**config.mk**
```make
export PLATFORM = sky130hd
export DESIGN_NAME = uart_cmd_sequencer
export DESIGN_NICKNAME = d
export VERILOG_FILES = /design/src/rtl/uart_cmd_pkg.sv /design/src/rtl/uart_cmd_timeout.sv /design/src/rtl/uart_cmd_sequencer.sv
export SDC_FILE = /design/constraint.sdc
export NUM_CORES = 1
export LEC_CHECK = 0
export BUFFER_PORTS_ARGS = -buffer_cell sky130_fd_sc_hd__buf_2
export CAP_MARGIN = 20
export CORE_ASPECT_RATIO = 0.9
export CORE_MARGIN = 4
export CORE_UTILIZATION = 40
export CTS_BUF_LIST = sky130_fd_sc_hd__clkbuf_8
export DETAILED_ROUTE_END_ITERATION = 16
export GPL_TIMING_DRIVEN = 1
export SKIP_LAST_GASP = 1
export SYNTH_ARGS = -nofsm -noshare
export SYNTH_HDL_FRONTEND = slang
export SYNTH_SLANG_ARGS = --single-unit
```
**constraint.sdc**
```tcl
create_clock -name clk_in -period 3.3 [get_ports clk_in]
set_input_delay 0.33 -clock clk_in [delete_from_list [all_inputs] [get_ports clk_in]]
set_output_delay 0.33 -clock clk_in [all_outputs]
set_load 0.02 [all_outputs]
```
**src/rtl/uart_cmd_pkg.sv**
```systemverilog
// rtl/uart_cmd_pkg.sv - shared states and command codes for the UART command sequencer
package uart_cmd_pkg;

   localparam logic [1:0] IDLE       = 2'd0;
   localparam logic [1:0] GET_ROW    = 2'd1;
   localparam logic [1:0] GET_DATA   = 2'd2;
   localparam logic [1:0] GET_BRIGHT = 2'd3;

   localparam logic [7:0] CMD_LINE   = 8'h4C;
   localparam logic [7:0] CMD_BRIGHT = 8'h42;

   function automatic logic is_command(input logic [7:0] b);
      return (b == CMD_LINE) || (b == CMD_BRIGHT);
   endfunction

endpackage

```
**src/rtl/uart_cmd_timeout.sv**
```systemverilog
// rtl/uart_cmd_timeout.sv - inter-byte watchdog for frame-based receivers
// Counts enabled cycles since the last clear; expired pulses once at TIMEOUT_CYCLES-1.
module uart_cmd_timeout #(
   parameter int TIMEOUT_CYCLES = 2000
) (
   input  logic clk_in,
   input  logic reset,
   input  logic clear,
   input  logic enable,
   output logic expired
);

   logic [15:0] count;

   // A clear in the same cycle overrides expiry so a late byte still gets processed.
   assign expired = enable & ~clear & (count == 16'(TIMEOUT_CYCLES - 1));

   always_ff @(posedge clk_in or posedge reset) begin
      if (reset) begin
         count <= '0;
      end else if (clear || !enable || expired) begin
         count <= '0;
      end else begin
         count <= count + 16'd1;
      end
   end

endmodule

```
**src/rtl/uart_cmd_sequencer.sv**
```systemverilog
// rtl/uart_cmd_sequencer.sv - decodes UART byte frames into row RAM writes and brightness updates
// Frames: 'L' row b0..b(N-1) writes one row; 'B' v sets brightness; bad bytes and stalls abort.
module uart_cmd_sequencer
   import uart_cmd_pkg::*;
#(
   parameter int   ROW_BYTES      = 32,
   parameter int   ROW_WIDTH      = 5,
   parameter int   TIMEOUT_CYCLES = 2000,
   parameter logic [7:0] BRIGHT_RESET = 8'hFF,
   localparam int  ADDR_WIDTH     = ROW_WIDTH + $clog2(ROW_BYTES)
) (
   input  logic                  clk_in,
   input  logic                  reset,
   input  logic [7:0]            rx_data,
   input  logic                  rx_running,
   input  logic                  rx_invalid,
   output logic [ADDR_WIDTH-1:0] ram_addr,
   output logic [7:0]            ram_data,
   output logic                  ram_we,
   output logic [7:0]            brightness,
   output logic                  frame_done,
   output logic                  frame_error,
   output logic                  busy
);

   localparam int COL_WIDTH = $clog2(ROW_BYTES);

   logic [1:0]            state, state_nxt;
   logic                  run_q;
   logic                  strobe;
   logic                  expired;
   logic [ROW_WIDTH-1:0]  row, row_nxt;
   logic [COL_WIDTH-1:0]  col, col_nxt;
   logic [ADDR_WIDTH-1:0] addr_nxt;
   logic [7:0]            data_nxt;
   logic [7:0]            bright_nxt;
   logic                  we_nxt, done_nxt, err_nxt;

   // A byte is complete on the falling edge of rx_running.
   assign strobe = run_q & ~rx_running;

   uart_cmd_timeout #(
      .TIMEOUT_CYCLES(TIMEOUT_CYCLES)
   ) u_timeout (
      .clk_in (clk_in),
      .reset  (reset),
      .clear  (strobe),
      .enable (state != IDLE),
      .expired(expired)
   );

   always_comb begin
      state_nxt  = state;
      row_nxt    = row;
      col_nxt    = col;
      addr_nxt   = ram_addr;
      data_nxt   = ram_data;
      bright_nxt = brightness;
      we_nxt     = 1'b0;
      done_nxt   = 1'b0;
      err_nxt    = 1'b0;

      if (strobe && rx_invalid) begin
         err_nxt   = 1'b1;
         state_nxt = IDLE;
      end else if (strobe) begin
         case (state)
            IDLE: begin
               if (!is_command(rx_data)) begin
                  err_nxt = 1'b1;
               end else if (rx_data == CMD_LINE) begin
                  state_nxt = GET_ROW;
               end else begin
                  state_nxt = GET_BRIGHT;
               end
            end
            GET_ROW: begin
               row_nxt   = rx_data[ROW_WIDTH-1:0];
               col_nxt   = '0;
               state_nxt = GET_DATA;
            end
            GET_DATA: begin
               we_nxt   = 1'b1;
               addr_nxt = {row, col};
               data_nxt = rx_data;
               col_nxt  = col + 1'b1;
               // The last column ends the frame, so col never carries into the row bits.
               if (col == COL_WIDTH'(ROW_BYTES - 1)) begin
                  done_nxt  = 1'b1;
                  state_nxt = IDLE;
               end
            end
            default: begin
               bright_nxt = rx_data;
               done_nxt   = 1'b1;
               state_nxt  = IDLE;
            end
         endcase
      end else if (expired) begin
         err_nxt   = 1'b1;
         state_nxt = IDLE;
      end
   end

   always_ff @(posedge clk_in or posedge reset) begin
      if (reset) begin
         state       <= IDLE;
         run_q       <= 1'b0;
         row         <= '0;
         col         <= '0;
         ram_addr    <= '0;
         ram_data    <= '0;
         ram_we      <= 1'b0;
         brightness  <= BRIGHT_RESET;
         frame_done  <= 1'b0;
         frame_error <= 1'b0;
         busy        <= 1'b0;
      end else begin
         state       <= state_nxt;
         run_q       <= rx_running;
         row         <= row_nxt;
         col         <= col_nxt;
         ram_addr    <= addr_nxt;
         ram_data    <= data_nxt;
         ram_we      <= we_nxt;
         brightness  <= bright_nxt;
         frame_done  <= done_nxt;
         frame_error <= err_nxt;
         busy        <= (state_nxt != IDLE);
      end
   end

endmodule

```
---- Yosys cells after proc, flatten, opt, wreduce, memory -nomap -nowiden ----
Index checks and enable logic that the tools add are counted.
operators by class
  reduce and logical (&&, ||, !) cells .... 15
  add/subtract/negate cells ............... 2
  bitwise logic cells ..................... 7
  multiplexer cells ....................... 21
  eq/ne operators ......................... 6
operator list
  operator                                                           count
  16-bit by 1-bit adder with 16-bit output, second input constant    1
  16-bit by 11-bit == test with 1-bit output, second input constant  1
  8-bit by 7-bit == test with 1-bit output, second input constant    2
  16-bit two-way mux                                                 1
  2-bit two-way mux                                                  6
  3-bit AND reduction                                                4
  1-bit two-way mux                                                  11
  5-bit one-hot mux with 2 select lines                              1
  2-bit one-hot mux with 3 select lines                              1
  2-bit nonzero test                                                 3
  5-bit by 1-bit adder with 5-bit output, second input constant      1
  5-bit == test, second input constant                               1
  1-bit inverter                                                     4
  1-bit AND                                                          3
  1-bit logical OR                                                   3
  3-bit OR reduction                                                 1
  2-bit by 1-bit == test with 1-bit output, second input constant    1
  2-bit == test, second input constant                               1
  2-bit zero test                                                    1
  1-bit one-hot mux with 2 select lines                              1
  2-bit OR reduction                                                 1
  1-bit logical AND                                                  1
  1-bit zero test                                                    1
word-level totals
  input port bits ......................... 12
  register bits after elaboration ......... 59

---- Depth between registers and ports, before layout ----
  depth after elaboration ................. 9
  depth in mapped cells ................... 8
  gate-level depth less buffers ........... 8

---- Modules after synthesis ----
A second synthesis with hierarchy kept.
unflattened totals
  cell total of the unflattened synthesis .. 220
  area, all modules ....................... 2741.4 um^2
modules (own cells, without submodules)
  module              times used  area an instance (um^2)  cells an instance  seq. area each (um^2)
  uart_cmd_sequencer  1           1919.3                   137                1086.0
  uart_cmd_timeout    1           822.0                    83                 400.4

---- Worst setup path before layout ----
OpenSTA, ideal clock, no wires.
  path kind ............................... flip-flop to flip-flop
  start point ............................. register state[0]
  end point ............................... register ram_data[1]
  clock period less this slack ............ 1847 ps
  path slack .............................. 1453 ps
  arrival ................................. 1722 ps
  stages on the path, launching flop included .. 8
  cell sequence ........................... dfrtp_1 > inv_1 > ha_1 > clkbuf_1 > and2_1 > buf_4 > buf_2 > mux2_2
between the ends
  cells in the longest elaborated chain, start to end .. 2
ends and longest elaborated chain
  element                        line                       RTL
  from (decl)                    uart_cmd_sequencer.sv:28   logic [1:0] state, state_nxt;
  from (signal assigned)         uart_cmd_sequencer.sv:119  state <= state_nxt;
  2-bit == test                  uart_cmd_sequencer.sv:67   case (state)
  3-bit AND reduction (no line)  n/a
  to (signal assigned)           uart_cmd_sequencer.sv:124  ram_data <= data_nxt;
  to (decl)                      uart_cmd_sequencer.sv:18   output logic [7:0] ram_data,
Every way passes these cells.
A chain may end at the register's enable or synchronous reset.

---- Worst setup path in the final report ----
  start point ............................. register run_q
  end point ............................... register ram_data[6]
between the ends
  cells in the longest elaborated chain, start to end .. 4
ends and longest elaborated chain
  element                          line                       RTL
  from (decl)                      uart_cmd_sequencer.sv:29   logic run_q;
  from (signal assigned)           uart_cmd_sequencer.sv:120  run_q <= rx_running;
  1-bit AND *                      uart_cmd_sequencer.sv:40   assign strobe = run_q & ~rx_running;
  1-bit logical AND                uart_cmd_sequencer.sv:63   if (strobe && rx_invalid) begin
  1-bit inverter (no line)         n/a
  3-bit AND reduction (no line) *  n/a
Every way passes the cells marked *; elsewhere a longest branch is shown, timed or not.

==> results.json <==
{
  "fmax_mhz": 530,
  "switching_power_uw": 298,
  "ys_seq_area_share_pct": 56.7,
  "path_clk_slew_ns": 0.06,
  "power.density_mw_per_mm2": 430,
  "reg2reg_depth": 4,
  "synthDistinctLibCells": 40,
  "fin_crit_sh_pct": 57.2,
  "fin_setup_tns_ns": 0,
  "numCtsBuffers": 9,
  "cts_resized": 0,
  "maxSlewViolCount": 0,
  "p_sw_share_pct": 22.5,
  "cpMaxStageDelayCell": "nor3b_1",
  "cp_num_buf_inv": 1,
  "core-area_mm2": 0.00625,
  "boundaryPins": 42,
  "finalNetCount": 283,
  "ff_latch_area_mm2": 0.00149,
  "cts-root-buf": "clkbuf_8",
  "pre_cts_ws_ns": 1.31,
  "endpoint_kind": "flop",
  "finalSetupViolCount": 0,
  "postCtsHoldBufs": 0,
  "worstPathArrival_ns": 2.10,
  "io_buffers": 41,
  "vias": 1709,
  "synth_edf_count": 0,
  "leakage_uw": 0.00153,
  "hold_violations": 0,
  "netlist_instances": 216,
  "r2r_start": "run_q",
  "rows": 27,
  "tightest_slew_ns": 0.618,
  "first_global_vias": 1793,
  "dieArea_mm2": 0.00792,
  "dp_hpwl_um": 3420,
  "synth_ff_type": "dfrtp_1",
  "antenna_left": 0,
  "antenna_cells": 0,
  "status": "complete, no violations",
  "htree_levels": 3,
  "p_comb_share_pct": 4.2,
  "first_pass_iters": 4,
  "final_cell_mix": "dfrtp_1 (51), buf_2 (41), mux2_2 (31)",
  "ir_drop_mv": 0.191,
  "crit_chain": "nor3b_1, and2_1, buf_4, mux2_2",
  "clock-sinks": 59,
  "grt_max_degree": 27,
  "gp_congestion": 0.779,
  "dpl-instance-area_mm2": 0.00292,
  "worstSetupStartpointType": "flop",
  "avgViaCountPerCell": 4.80,
  "design_area_mm2": 0.00308,
  "overflow": 0,
  "syn_area_per_cell_um2": 12.1,
  "synthSimpleGateAreaFrac_pct": 14.5,
  "intPower_uw": 1030,
  "rsz0062_at_grt": "false",
  "synthAdderAreaFrac_pct": 3.34,
  "synthToLayoutAreaGrowth_pct": 17.4,
  "wire_per_inst_um": 13.9,
  "hold_path.class": "in -> async",
  "max_stage_delay_ns": 0.54,
  "drt_wl_total_um": 4940,
  "cts_tree": "built",
  "crit_fanout": 19,
  "drc": 0,
  "antenna_found_initial": 0,
  "synth-xor-area-share_pct": 4.68,
  "netlist_area_mm2": 0.00262,
  "layout_setup_ws_ns": 1.41,
  "cts_max_path_buffers": 2,
  "relSlewSlack_pct": 57.7,
  "nFillCells": 572,
  "worstSetupPathType": "reg -> reg",
  "async_flop_share_pct": 100,
  "synth_top_family_by_area": "simple AND/OR/NAND/NOR gates",
  "die_h_um": 84.8,
  "synth_nets": 235,
  "ys_warn_count": 0,
  "synth_compound_area_share_pct": 5.39,
  "drtIter0Drc": 65,
  "clock_latency_ns": 0.33,
  "ys_ff_latch": 59,
  "final_common_cell": "dfrtp_1",
  "p_seq_share_pct": 55.5,
  "synthMuxAreaShare_pct": 13.3,
  "drive_gt1_share_pct": 36.4,
  "fin_skew_ns": 0.00482,
  "cap_violations": 0,
  "pwr-share-clk_pct": 40.3,
  "start_util_pct": 42.0,
  "die_w_um": 93.4,
  "rr_endpoint": "ram_data[6]",
  "grt_pass1_wl_um": 8510,
  "cts_setup_buffers": 0,
  "multi_input_area_mm2": 0.00108,
  "cpLargestDelayFamily": "simple AND/OR/NAND/NOR gates",
  "crit_required_ns": 3.51,
  "reg2reg_slack_ns": 1.41,
  "fin_crit_ns": 1.89,
  "grt.total_usage_pct": 13.8
}
-- worst max path at each step --
stage,start,end,slack [ns],cells after the start
final,run_q,ram_data[6],1.41,4
after detailed placement,rx_data[2],frame_error,1.31,6
after CTS,run_q,ram_data[6],1.40,4
after floorplan,state[0],ram_data[1],1.45,7
after global placement,rx_data[2],frame_error,1.31,6
after global routing,run_q,ram_data[3],1.22,4
-- Yosys cell counts (2+ instances only) --
| cell | number | share of area [%] |
|---|---|---|
| and4_1 | 2 | 0.67 |
| xnor2_1 | 5 | 1.7 |
| dfstp_2 | 8 | 8.0 |
| nand2_1 | 11 | 1.6 |
| and2_1 | 3 | 0.72 |
| clkbuf_1 | 3 | 0.43 |
| nor3_1 | 7 | 1.3 |
| o21ai_0 | 10 | 1.9 |
| inv_1 | 4 | 0.57 |
| xor2_1 | 9 | 3.0 |
| dfrtp_1 | 51 | 49 |
| o31ai_1 | 2 | 0.57 |
| nand4_1 | 4 | 0.95 |
| buf_2 | 2 | 0.38 |
| nand3_1 | 8 | 1.5 |
| mux2_2 | 31 | 13 |
| ha_1 | 7 | 3.3 |
| and3_1 | 3 | 0.72 |
| nand2b_1 | 2 | 0.48 |
| nor2b_1 | 3 | 0.72 |
| nor2_1 | 20 | 2.9 |
| a21oi_1 | 3 | 0.57 |
-- registers in the layout, indices dropped and copies added (netlist names) --
signal / flops
col: 5
run_q: 1
state: 2
frame_done: 1
ram_we: 1
row: 5
brightness: 8
u_timeout.count: 16
ram_addr: 10
busy: 1
ram_data: 8
frame_error: 1
-- metal layers --
metal / GRT usage, % / vias up / share of wire [%]
met3: 5.76 / 8 / 5.5
li1: - / 857 / -
met4: 5.99 / 0 / 1.7
met1: 18.9 / 808 / 53
met2: 19.1 / 36 / 40
met5: 0 / - / 0
-- per-stage QoR --
step           util [%]  cells  hold WS [ns]  power, uW
2_1_floorplan         -    216         0.361        778
3_3_place_gp       46.7    340         0.413        804
3_5_place_dp       46.7    340         0.416        804
4_1_cts            49.3    356        0.0509       1350
5_1_grt            49.3    356        0.0764       1380
6_report           49.3    356        0.0379       1320
-- power groups by stage --
stage	logic (uW)	clock network, uW	registers, uW
finish	56.0	533	734
global route	63.5	586	734
CTS	57.9	558	734
detailed placement	57.8	0	747
global placement	57.5	0	747
floorplan	25.7	0	752
-- final cells by class --
| type | instances | area share [%] |
|---|---|---|
| Multi-Input combinational cell | 146 | 35.1 |
| Inverter | 4 | 0.488 |
| Clock inverter | 6 | 0.731 |
| Sequential cell | 59 | 48.3 |
| Timing Repair Buffer | 44 | 7.40 |
| Clock buffer | 10 | 4.47 |
| Tap cell | 87 | 3.54 |
-- kinds of logic (layout without fill, tap and decap cells) --
logic type	count (synthesis)	in the layout
compound gates	22	22
buf+inv	11	64
flops	59	59
xor+xnor	14	14
fa+ha+maj	7	7
simple gates	72	72
mux	31	31
No activity file was read; power rests on OpenSTA's default activity.
